==> config.mk <==
export PLATFORM = sky130hd
export DESIGN_NAME = frame_pingpong_buf_flat
export DESIGN_NICKNAME = d
export VERILOG_FILES = /design/src/rtl/frame_buf_pkg.sv /design/src/rtl/frame_pingpong_buf_if.sv /design/src/rtl/frame_pingpong_buf_sdp_ram.sv /design/src/rtl/frame_pingpong_buf.sv /design/src/flat_wrapper.sv
export SDC_FILE = /design/constraint.sdc
export NUM_CORES = 1
export LEC_CHECK = 0
export BUFFER_PORTS_ARGS = -buffer_cell sky130_fd_sc_hd__buf_2
export CAP_MARGIN = 20
export CORE_MARGIN = 5
export CORE_UTILIZATION = 35
export DETAILED_ROUTE_END_ITERATION = 16
export PLACE_DENSITY_LB_ADDON = 0.2
export SLEW_MARGIN = 20
export SYNTH_ARGS = -nofsm -noshare
export SYNTH_HDL_FRONTEND = slang
export SYNTH_SLANG_ARGS = --single-unit
==> constraint.sdc <==
create_clock -name clk -period 9.1 [get_ports clk]
set_clock_uncertainty 0.2 [all_clocks]
set_input_delay 1.82 -clock clk [delete_from_list [all_inputs] [get_ports clk]]
set_output_delay 1.82 -clock clk [all_outputs]
set_load 0.02 [all_outputs]
==> src/rtl/frame_buf_pkg.sv <==
// Shared types and helpers for the ping-pong frame buffer.
// Contents:
//   bank_t / BANK0 / BANK1 : one-bit bank selector and its two values
//   rd_state_t             : read-side state (idle / holding a frame)
//   OVR_CNT_W              : width of the optional overrun counter
//   addr_w(n)              : address width needed for an n-sample frame
package frame_buf_pkg;

  typedef logic bank_t;
  localparam bank_t BANK0 = 1'b0;
  localparam bank_t BANK1 = 1'b1;

  typedef enum logic {
    RD_IDLE,
    RD_BUSY
  } rd_state_t;

  localparam int OVR_CNT_W = 16;

  function automatic int addr_w(input int n);
    return $clog2(n);
  endfunction

endpackage

==> src/rtl/frame_pingpong_buf_if.sv <==
// Stream / playback bundle between the sample source, the frame buffer and
// the downstream address sequencer.
// Signals:
//   in_valid, in_data : write stream (source -> buffer)
//   frame_ready       : a complete frame is held for reading
//   rd_en             : read next sample of held frame (sequencer -> buffer)
//   rd_data, rd_valid, rd_last : registered playback
//   overrun           : one-cycle pulse when a frame is dropped
//   wr_bank           : bank currently being written
//   overrun_cnt       : saturating overrun count, only with FRAME_BUF_OVR_CNT_EN
// Modports: master = source/sequencer side, slave = buffer side.
interface frame_pingpong_buf_if #(
  parameter int DW = 12
);
  import frame_buf_pkg::*;

  logic          in_valid;
  logic [DW-1:0] in_data;
  logic          frame_ready;
  logic          rd_en;
  logic [DW-1:0] rd_data;
  logic          rd_valid;
  logic          rd_last;
  logic          overrun;
  bank_t         wr_bank;
`ifdef FRAME_BUF_OVR_CNT_EN
  logic [OVR_CNT_W-1:0] overrun_cnt;
`endif

  modport master (
    output in_valid, in_data, rd_en,
    input  frame_ready, rd_data, rd_valid, rd_last, overrun, wr_bank
`ifdef FRAME_BUF_OVR_CNT_EN
    , input overrun_cnt
`endif
  );

  modport slave (
    input  in_valid, in_data, rd_en,
    output frame_ready, rd_data, rd_valid, rd_last, overrun, wr_bank
`ifdef FRAME_BUF_OVR_CNT_EN
    , output overrun_cnt
`endif
  );

endinterface

==> src/rtl/frame_pingpong_buf_sdp_ram.sv <==
// sdp_ram: simple dual-port RAM, one write port and one registered read port.
// Ports:
//   clk          : clock
//   rst          : synchronous active-high reset, clears only the read register
//   we/waddr/wdata : write port
//   re/raddr     : read request; rdata updates one cycle later, holds otherwise
//   rdata        : registered read data
// Storage contents are never cleared.
module sdp_ram #(
  parameter int DW = 12,
  parameter int AW = 7
) (
  input  logic          clk,
  input  logic          rst,
  input  logic          we,
  input  logic [AW-1:0] waddr,
  input  logic [DW-1:0] wdata,
  input  logic          re,
  input  logic [AW-1:0] raddr,
  output logic [DW-1:0] rdata
);

  logic [DW-1:0] mem [1<<AW];

  // Write port; no reset so the array maps onto block RAM.
  always_ff @(posedge clk) begin
    if (we) begin
      mem[waddr] <= wdata;
    end
  end

  // Registered read port; output holds its value when no read is requested.
  always_ff @(posedge clk) begin
    if (rst) begin
      rdata <= '0;
    end else if (re) begin
      rdata <= mem[raddr];
    end
  end

endmodule

==> src/rtl/frame_pingpong_buf.sv <==
// frame_pingpong_buf: two-bank frame buffer between the ADC sample stream and
// the spectrum analyzer's address sequencer. The writer fills one bank while
// the reader plays back the other; a frame completing while the reader still
// holds one is dropped and flagged with an overrun pulse.
// Ports:
//   clk : clock, all logic on rising edge
//   RE  : synchronous active-high reset, dominates every other input
//   bus : frame_pingpong_buf_if.slave (stream in, playback out, status)
// Parameters: DW sample width, N frame length (power of 2, >= 2).
// Optional: define FRAME_BUF_OVR_CNT_EN to add the 16-bit saturating
// overrun_cnt output on the interface.
module frame_pingpong_buf
  import frame_buf_pkg::*;
#(
  parameter int DW = 12,
  parameter int N  = 64
) (
  input  logic                  clk,
  input  logic                  RE,
  frame_pingpong_buf_if.slave   bus
);

  localparam int AW = addr_w(N);
  localparam logic [AW-1:0] LAST_ADDR = AW'(N - 1);

  rd_state_t     rd_state;
  bank_t         wr_bank;
  bank_t         rd_bank;
  logic [AW-1:0] wr_addr;
  logic [AW-1:0] rd_addr;
  logic          rd_valid;
  logic          rd_last;
  logic          overrun;

  logic frame_ready;
  logic rd_fire;
  logic wr_fire;
  logic frame_done;
  logic read_done;
  logic reader_free;

  assign frame_ready = (rd_state == RD_BUSY);
  assign rd_fire     = frame_ready && bus.rd_en && !RE;
  assign wr_fire     = bus.in_valid && !RE;
  assign frame_done  = bus.in_valid && (wr_addr == LAST_ADDR);
  assign read_done   = rd_fire && (rd_addr == LAST_ADDR);
  // The reader can accept a new frame if idle, or if it finishes this cycle.
  assign reader_free = !frame_ready || read_done;

  // Control: address counters, bank swap on frame completion, overrun flag.
  // Counters wrap mod N through natural AW-bit overflow, so after a final
  // read or write they are already back at 0 for the next frame.
  always_ff @(posedge clk) begin
    if (RE) begin
      rd_state <= RD_IDLE;
      wr_bank  <= BANK0;
      rd_bank  <= BANK0;
      wr_addr  <= '0;
      rd_addr  <= '0;
      rd_valid <= 1'b0;
      rd_last  <= 1'b0;
      overrun  <= 1'b0;
    end else begin
      overrun  <= 1'b0;
      rd_valid <= rd_fire;
      rd_last  <= read_done;
      if (rd_fire) begin
        rd_addr <= rd_addr + AW'(1);
      end
      if (bus.in_valid) begin
        wr_addr <= wr_addr + AW'(1);
      end
      if (frame_done && reader_free) begin
        rd_state <= RD_BUSY;
        rd_bank  <= wr_bank;
        wr_bank  <= (wr_bank == BANK0) ? BANK1 : BANK0;
      end else if (frame_done) begin
        overrun <= 1'b1;
      end else if (read_done) begin
        rd_state <= RD_IDLE;
      end
    end
  end

  sdp_ram #(
    .DW (DW),
    .AW (AW + 1)
  ) u_ram (
    .clk   (clk),
    .rst   (RE),
    .we    (wr_fire),
    .waddr ({wr_bank, wr_addr}),
    .wdata (bus.in_data),
    .re    (rd_fire),
    .raddr ({rd_bank, rd_addr}),
    .rdata (bus.rd_data)
  );

`ifdef FRAME_BUF_OVR_CNT_EN
  logic [OVR_CNT_W-1:0] overrun_cnt;

  // Saturating count of dropped frames, advanced by the registered pulse.
  always_ff @(posedge clk) begin
    if (RE) begin
      overrun_cnt <= '0;
    end else if (overrun && (overrun_cnt != '1)) begin
      overrun_cnt <= overrun_cnt + OVR_CNT_W'(1);
    end
  end

  assign bus.overrun_cnt = overrun_cnt;
`endif

  assign bus.frame_ready = frame_ready;
  assign bus.rd_valid    = rd_valid;
  assign bus.rd_last     = rd_last;
  assign bus.overrun     = overrun;
  assign bus.wr_bank     = wr_bank;

endmodule

==> src/flat_wrapper.sv <==
// flat-port wrapper written by rule: the top's interface ports become plain ports
module frame_pingpong_buf_flat import frame_buf_pkg::*;
#(
  parameter int DW = 12,
  parameter int N  = 64
)
  (clk, RE, bus_in_valid, bus_in_data, bus_rd_en, bus_frame_ready, bus_rd_data, bus_rd_valid, bus_rd_last, bus_overrun, bus_wr_bank);
  frame_pingpong_buf_if #(.DW(DW)) bus_i ();
  input  logic clk;
  input  logic RE;
  input wire logic [$bits(bus_i.in_valid)-1:0] bus_in_valid;
  input wire logic [$bits(bus_i.in_data)-1:0] bus_in_data;
  input wire logic [$bits(bus_i.rd_en)-1:0] bus_rd_en;
  output wire logic [$bits(bus_i.frame_ready)-1:0] bus_frame_ready;
  output wire logic [$bits(bus_i.rd_data)-1:0] bus_rd_data;
  output wire logic [$bits(bus_i.rd_valid)-1:0] bus_rd_valid;
  output wire logic [$bits(bus_i.rd_last)-1:0] bus_rd_last;
  output wire logic [$bits(bus_i.overrun)-1:0] bus_overrun;
  output wire logic [$bits(bus_i.wr_bank)-1:0] bus_wr_bank;
  assign bus_i.in_valid = bus_in_valid;
  assign bus_i.in_data = bus_in_data;
  assign bus_i.rd_en = bus_rd_en;
  assign bus_frame_ready = bus_i.frame_ready;
  assign bus_rd_data = bus_i.rd_data;
  assign bus_rd_valid = bus_i.rd_valid;
  assign bus_rd_last = bus_i.rd_last;
  assign bus_overrun = bus_i.overrun;
  assign bus_wr_bank = bus_i.wr_bank;
  frame_pingpong_buf #(.DW(DW), .N(N)) u_core (.clk(clk), .RE(RE), .bus(bus_i));
endmodule
==> results of run 1 <==
## layer usage
metal  global-route usage  up-vias  part of all wire
li1                     -    12600                 -
met1                0.239    15800              0.42
met2                0.295      943              0.49
met3               0.0310      227             0.055
met4               0.0537        0             0.027
met5                    0        -                 0
## worst max-delay path, stage by stage (launching register included)
cell	delay [ns]
dfxtp_4	0.90
buf_4	0.71
or3b_1	0.96
buf_4	0.43
o22ai_1	0.13
a2111oi_0	0.47
a311oi_1	0.16
nor3_1	0.40
nor4_2	0.10
## per-stage QoR
stage,area [µm²],hold WS [ns],util,std cells
finish,68700,0.336,0.396,5518
floorplan,60800,0.281,-,2987
global placement,63200,0.329,0.365,5205
CTS,68500,0.334,0.395,5511
detailed placement,63300,0.321,0.365,5206
global route,68700,0.368,0.396,5517
## cell type report
type,instances,area [µm²]
fill,15300,105000
timing repair buffer,86,671
clock buffer,204,4300
clock inverter,101,897
antenna,2,5.00
inverter,3,11.3
multi-input combinational,1231,13100
tap,2325,2910
sequential,1566,46700
## state kept, by name (all words and copies together) (netlist names)
name,flops
u_core.bus.rd_last,1
u_core.wr_addr,6
u_core.u_ram.mem,1536
u_core.rd_addr,6
u_core.rd_bank,1
u_core.bus.rd_valid,1
u_core.bus.wr_bank,1
u_core.bus.overrun,1
u_core.u_ram.rdata,12
u_core.bus.frame_ready,1
## where the power goes
group / internal (mW) / total [mW] / switching [mW]
Combinational: 0.0197 / 0.199 / 0.179
Clock: 3.65 / 6.44 / 2.80
Sequential: 7.92 / 7.93 / 0.00412
## Yosys cell counts, drive strengths merged (17+ instances only)
library cell     n
o22ai           82
clkbuf          68
mux2i          335
dfxtp           30
a22oi           67
mux4           250
a221oi          18
o221ai          20
nand4           17
nor3            20
a211oi          23
nor2           159
edfxtp        1536
nand2           31
buf            119
o21ai           40
nand3           39
a21oi           17
## cells by family (layout without fill, tap and decap cells)
logic type,after synthesis,count (layout),share of synthesized area
adders and majority gates,2,2,0.000412
AOI/OAI and AO/OA,299,299,0.0350
buffers and inverters,190,394,0.0178
DFF,1566,1566,0.769
and+or+nand+nor,328,328,0.0270
xor gates and xnor gates,9,9,0.00130
other,0,2,0
muxes,593,593,0.149
## worst paths after layout
kind / start / to / slack [ns] / cells past startpoint
max reg2reg: u_core.rd_addr[0]$_SDFFE_PP0P_ / u_core.u_ram.rdata[9]$_SDFFE_PP0P_ / 4.36 / 8
max: u_core.rd_addr[0]$_SDFFE_PP0P_ / u_core.u_ram.rdata[9]$_SDFFE_PP0P_ / 4.36 / 8
min reg2reg: u_core.u_ram.rdata[10]$_SDFFE_PP0P_ / u_core.u_ram.rdata[10]$_SDFFE_PP0P_ / 0.34 / 2
min: u_core.u_ram.rdata[10]$_SDFFE_PP0P_ / u_core.u_ram.rdata[10]$_SDFFE_PP0P_ / 0.34 / 2
==> impl_metrics.csv, run 1 <==
group,metric,value,unit
critical_path,end_kind,"flip-flop",
synthesis,synth-async-reset-ratio,0,
clocking,cts_buffers,164,
synthesis,synth.cell_area,60800,µm²
sta,hold_viol,0,
synthesis,synth_edf_count,1536,
hold_path,min_path_type,"reg -> reg",
sta,layout_setup_ws,4.36,ns
place,pre_cts_ws,3.66,ns
power,peakVddDrop,0.000140,V
detailed_routing,vias,29500,
status,status,"complete, no violations",
power,power_density,212,nW/µm²
detailed_routing,final_antenna_net_count,0,
global_route,antenna_found_initial,4,
detailed_routing,viasPerCell,5.35,
global_route,grt_pass1_vias,30200,
cells_and_area,final_cell_mix,"edfxtp_1, mux2i_1, mux4_2",
synthesis,syn_avg_cell_area,20.3,µm²
floorplanning,io_pins,33,
place,place.gp.congestion,0.856,
sta,rsz0062_at_grt,"no",
critical_path,crit_fanout,38,
synthesis,synth_largest_area_cell,"edfxtp_1",
floorplanning,die_area,182000,µm²
sta,min_period_over_period,0.521,
sta,setup_viol,0,
clocking,clock-sinks,1566,
synthesis,yosysWarnings,0,
detailed_routing,wl_per_cell,29.5,µm
cells_and_area,finalNetCount,3070,
floorplanning,design.core.area,173000,µm²
synthesis,ys_seq_area_frac,0.769,
global_route,globalRouteOverflowTotal,0,
critical_path,critPathKind,"reg -> reg",
sta,fin_crit,4.74,ns
clocking,cts_max_level,4,
floorplanning,rows,153,
clocking,cts-hold-fix-buffers,0,
clocking,cts_setup_buffers,0,
critical_path,crit_arrival,5.19,ns
critical_path,required,9.56,ns
sta,slew_headroom,0.225,
global_route,grtUsageTotal,0.177,
clocking,cts_resized,0,
place,port_buffers,32,
critical_path,critPathLaunchType,"flip-flop",
synthesis,postSynthNetCount,3005,
detailed_routing,drtPass1Iterations,5,
synthesis,synth.ff_latch_count,1566,
power,finalPower,14.6,mW
cells_and_area,layout-drive-gt1-share,0.216,
place,post-dp-hpwl,97.7,mm
cells_and_area,area_growth_syn_to_layout,13.1,%
sta,max_freq,211,MHz
synthesis,ys.flop_type,"edfxtp_1",
clocking,clockRootBuffer,"clkbuf_16",
floorplanning,start_util,0.351,
sta,setup_tns,0,ns
sta,slew_viol_final,0,
clocking,path_clk_slew,0.06,ns
clocking,cts_max_path_buffers,3,
sta,worst_slew_pin_slew,1.16,ns
synthesis,synthTopCellsByArea,"edfxtp_1, mux4_2, mux2i_1",
synthesis,synth_cells,2987,
detailed_routing,drt-total-wl,163,mm
detailed_routing,drc,0,
synthesis,synth_top_area_frac,0.759,
detailed_routing,drtIter0Drc,3067,
global_route,grt_max_degree,125,
clocking,insertion_delay,0.79,ns
floorplanning,die_h,427,µm
power,power.leakage,19.7,nW
floorplanning,die_w,427,µm
global_route,grt_pass1_wl,229,mm
clocking,cts_tree,"built",
synthesis,synth.distinct_cells,52,
job,maxCapViolations,0,
cells_and_area,layout_commonest_cell,"edfxtp_1",
(Power assumes the default switching activity.)
==> run 2, diff against run 1 <==
--- a/config.mk
+++ b/config.mk
@@ -5,6 +5,7 @@
 export SDC_FILE = /design/constraint.sdc
 export NUM_CORES = 1
 export LEC_CHECK = 0
+export ABC_AREA = 1
 export BUFFER_PORTS_ARGS = -buffer_cell sky130_fd_sc_hd__buf_2
 export CAP_MARGIN = 20
 export CORE_MARGIN = 5
==> constraint.sdc (replaced) <==
create_clock -name clk -period 4.58 [get_ports clk]
set_clock_uncertainty 0.2 [all_clocks]
set_input_delay 0.916 -clock clk [delete_from_list [all_inputs] [get_ports clk]]
set_output_delay 0.916 -clock clk [all_outputs]
set_load 0.02 [all_outputs]
==> impl_metrics.csv, run 2 <==
group,metric,value,unit
status,status,"complete, no violations",
synthesis,synth.ff_latch_count,1566,
cells_and_area,area_growth_syn_to_layout,13.0,%
sta,slew_viol_final,0,
detailed_routing,viasPerCell,4.92,
synthesis,synthTopCellsByArea,"edfxtp_1, nand2_1, nand3_1",
place,place.gp.congestion,0.859,
place,port_buffers,32,
sta,hold_viol,0,
critical_path,crit_fanout,33,
sta,layout_setup_ws,1.13,ns
critical_path,end_kind,"flip-flop",
cells_and_area,layout_commonest_cell,"nand2_1",
detailed_routing,drc,0,
critical_path,required,5.06,ns
global_route,globalRouteOverflowTotal,0,
sta,slew_headroom,0.259,
synthesis,postSynthNetCount,6046,
detailed_routing,drt-total-wl,194,mm
hold_path,min_path_type,"in -> reg",
detailed_routing,drtPass1Iterations,6,
cells_and_area,finalNetCount,6141,
synthesis,ys_seq_area_frac,0.710,
place,post-dp-hpwl,111,mm
synthesis,synth-async-reset-ratio,0,
critical_path,crit_arrival,3.93,ns
clocking,cts_tree,"built",
clocking,cts_max_path_buffers,3,
clocking,clockRootBuffer,"clkbuf_16",
cells_and_area,final_util,0.397,
critical_path,critPathLaunchType,"flip-flop",
synthesis,synth.distinct_cells,29,
floorplanning,design.core.area,187000,µm²
cells_and_area,instances_no_fill,8754,
sta,setup_viol,0,
synthesis,synth_cells,6028,
power,peakVddDrop,0.000259,V
clocking,clock-sinks,1566,
cells_and_area,largest_register_ffs,1536,
power,power.leakage,28.1,nW
clocking,cts_max_level,4,
clocking,cts-hold-fix-buffers,0,
synthesis,ys.flop_type,"edfxtp_1",
synthesis,yosysWarnings,0,
sta,fin_crit,3.45,ns
detailed_routing,vias,43100,
sta,whs,0.201,ns
global_route,grtUsageTotal,0.193,
detailed_routing,final_antenna_net_count,0,
critical_path,cpMaxStageDelayCell,"nand2_1",
synthesis,syn_avg_cell_area,10.9,µm²
synthesis,synth_top_area_frac,0.701,
hold_path,hp-start,"bus_in_valid",
cells_and_area,max_flop_register,"u_core.u_ram.mem",
sta,worst_slew_pin_slew,1.11,ns
synthesis,synth_largest_area_cell,"edfxtp_1",
synthesis,synth_edf_count,1536,
global_route,grt_max_degree,167,
critical_path,cpPeakStageDelay,0.56,ns
critical_path,worst_path_most_repeated_cell,"nand2_1",
place,place_area,69200,µm²
place,dp_cells,8447,
critical_path,worstPathCellList,"nand2_1 > clkinv_2 > buf_4 > and3_1 > nor2_1 > nand2_1 > nand3_1 > nand3_1 > nand2_1 > a21oi_1",
floorplanning,die_h,444,µm
cells_and_area,fin_area,74400,µm²
detailed_routing,drtIter0Drc,4515,
floorplanning,start_util,0.351,
sta,rsz0062_at_grt,"no",
floorplanning,rows,159,
floorplanning,io_pins,33,
sta,min_period_over_period,0.754,
floorplanning,die_w,444,µm
cells_and_area,reg_top3,"u_core.u_ram.mem x1536, u_core.u_ram.rdata x12",
clocking,cts_buffers,169,
clocking,cts_setup_buffers,0,
sta,max_freq,290,MHz
clocking,cts_resized,0,
critical_path,r2r_slack,1.13,ns
cells_and_area,final_cell_mix,"nand2_1, edfxtp_1, nor2_1",
cells_and_area,layout-drive-gt1-share,0.0777,
detailed_routing,wl_per_cell,22.1,µm
clocking,insertion_delay,0.83,ns
clocking,path_clk_slew,0.06,ns
place,pre_cts_ws,0.851,ns
floorplanning,die_area,197000,µm²
job,maxCapViolations,0,
synthesis,synth_most_common_cell,"nand2_1",
synthesis,synth.cell_area,65800,µm²
global_route,antenna_found_initial,7,
global_route,grt_pass1_wl,283,mm
sta,setup_tns,0,ns
critical_path,critPathKind,"reg -> reg",
global_route,grt_pass1_vias,41300,
power,power_density,391,nW/µm²
critical_path,startpoint,"u_core.rd_addr[2]$_SDFFE_PP0P_",
cells_and_area,nFillCells,18100,
power,finalPower,29.1,mW
critical_path,reg2reg_from,"u_core.rd_addr[2]$_SDFFE_PP0P_",
synthesis,synth_common_cells,"nand2_1, edfxtp_1, nor2_1, nand3_1, inv_1",
[run 2: changes by cell type after synthesis, moves of 67 or more]
cell,previous run,this run
a22oi_1,67,0
inv_1,2,532
mux2i_1,335,0
mux4_2,250,0
nand2_1,31,1706
nand3_1,38,644
nor2_1,158,747
o21ai_0,29,213
o21ai_1,11,123
o22ai_1,82,0
[run 2: layout make-up]
| class | instances | area [µm²] | area share |
|---|---|---|---|
| Sequential cell | 1566 | 46700 | 0.628 |
| Multi-Input combinational cell | 3589 | 15100 | 0.202 |
| Clock buffer | 226 | 4460 | 0.0600 |
| Tap cell | 2495 | 3120 | 0.0420 |
| Timing Repair Buffer | 258 | 2240 | 0.0302 |
| Inverter | 539 | 2050 | 0.0276 |
| Clock inverter | 78 | 718 | 0.00965 |
| Antenna cell | 3 | 7.51 | 0.000101 |
[run 2: worst max-delay path: cells and delay by family (launching register included)]
family	cells	cell delay, ns
simple gates	7	1.83
flops	1	0.48
compound gates	1	0.07
buf+inv	2	0.67
[run 2: power by group]
| part | switching (mW) | internal, mW |
|---|---|---|
| Clock | 5.70 | 7.22 |
| Sequential | 0.00590 | 15.7 |
| Combinational | 0.358 | 0.0452 |
[run 2: path summary, 6_finish.rpt]
check,end,depth (start not counted)
setup reg to reg,u_core.u_ram.rdata[0]$_SDFFE_PP0P_,10
hold reg to reg,u_core.wr_addr[3]$_SDFFE_PP0P_,2
hold / removal,u_core.wr_addr[0]$_SDFFE_PP0P_,2
setup / recovery,u_core.u_ram.rdata[0]$_SDFFE_PP0P_,10
[run 2: cells by family after synthesis]
group	count (synthesis)	synth area share
and+or+nand+nor	3126	0.191
adders and majority gates	2	0.000380
DFF	1566	0.710
AOI/OAI and AO/OA	461	0.0368
buffers and inverters	873	0.0618
[run 2: layer usage]
layer | up-vias | wire length [µm] | track usage
met5 | - | 14 | 0
met4 | 2 | 6410 | 0.0613
met3 | 291 | 14600 | 0.0456
met2 | 1370 | 87300 | 0.296
met1 | 21100 | 85500 | 0.271
li1 | 20400 | - | -
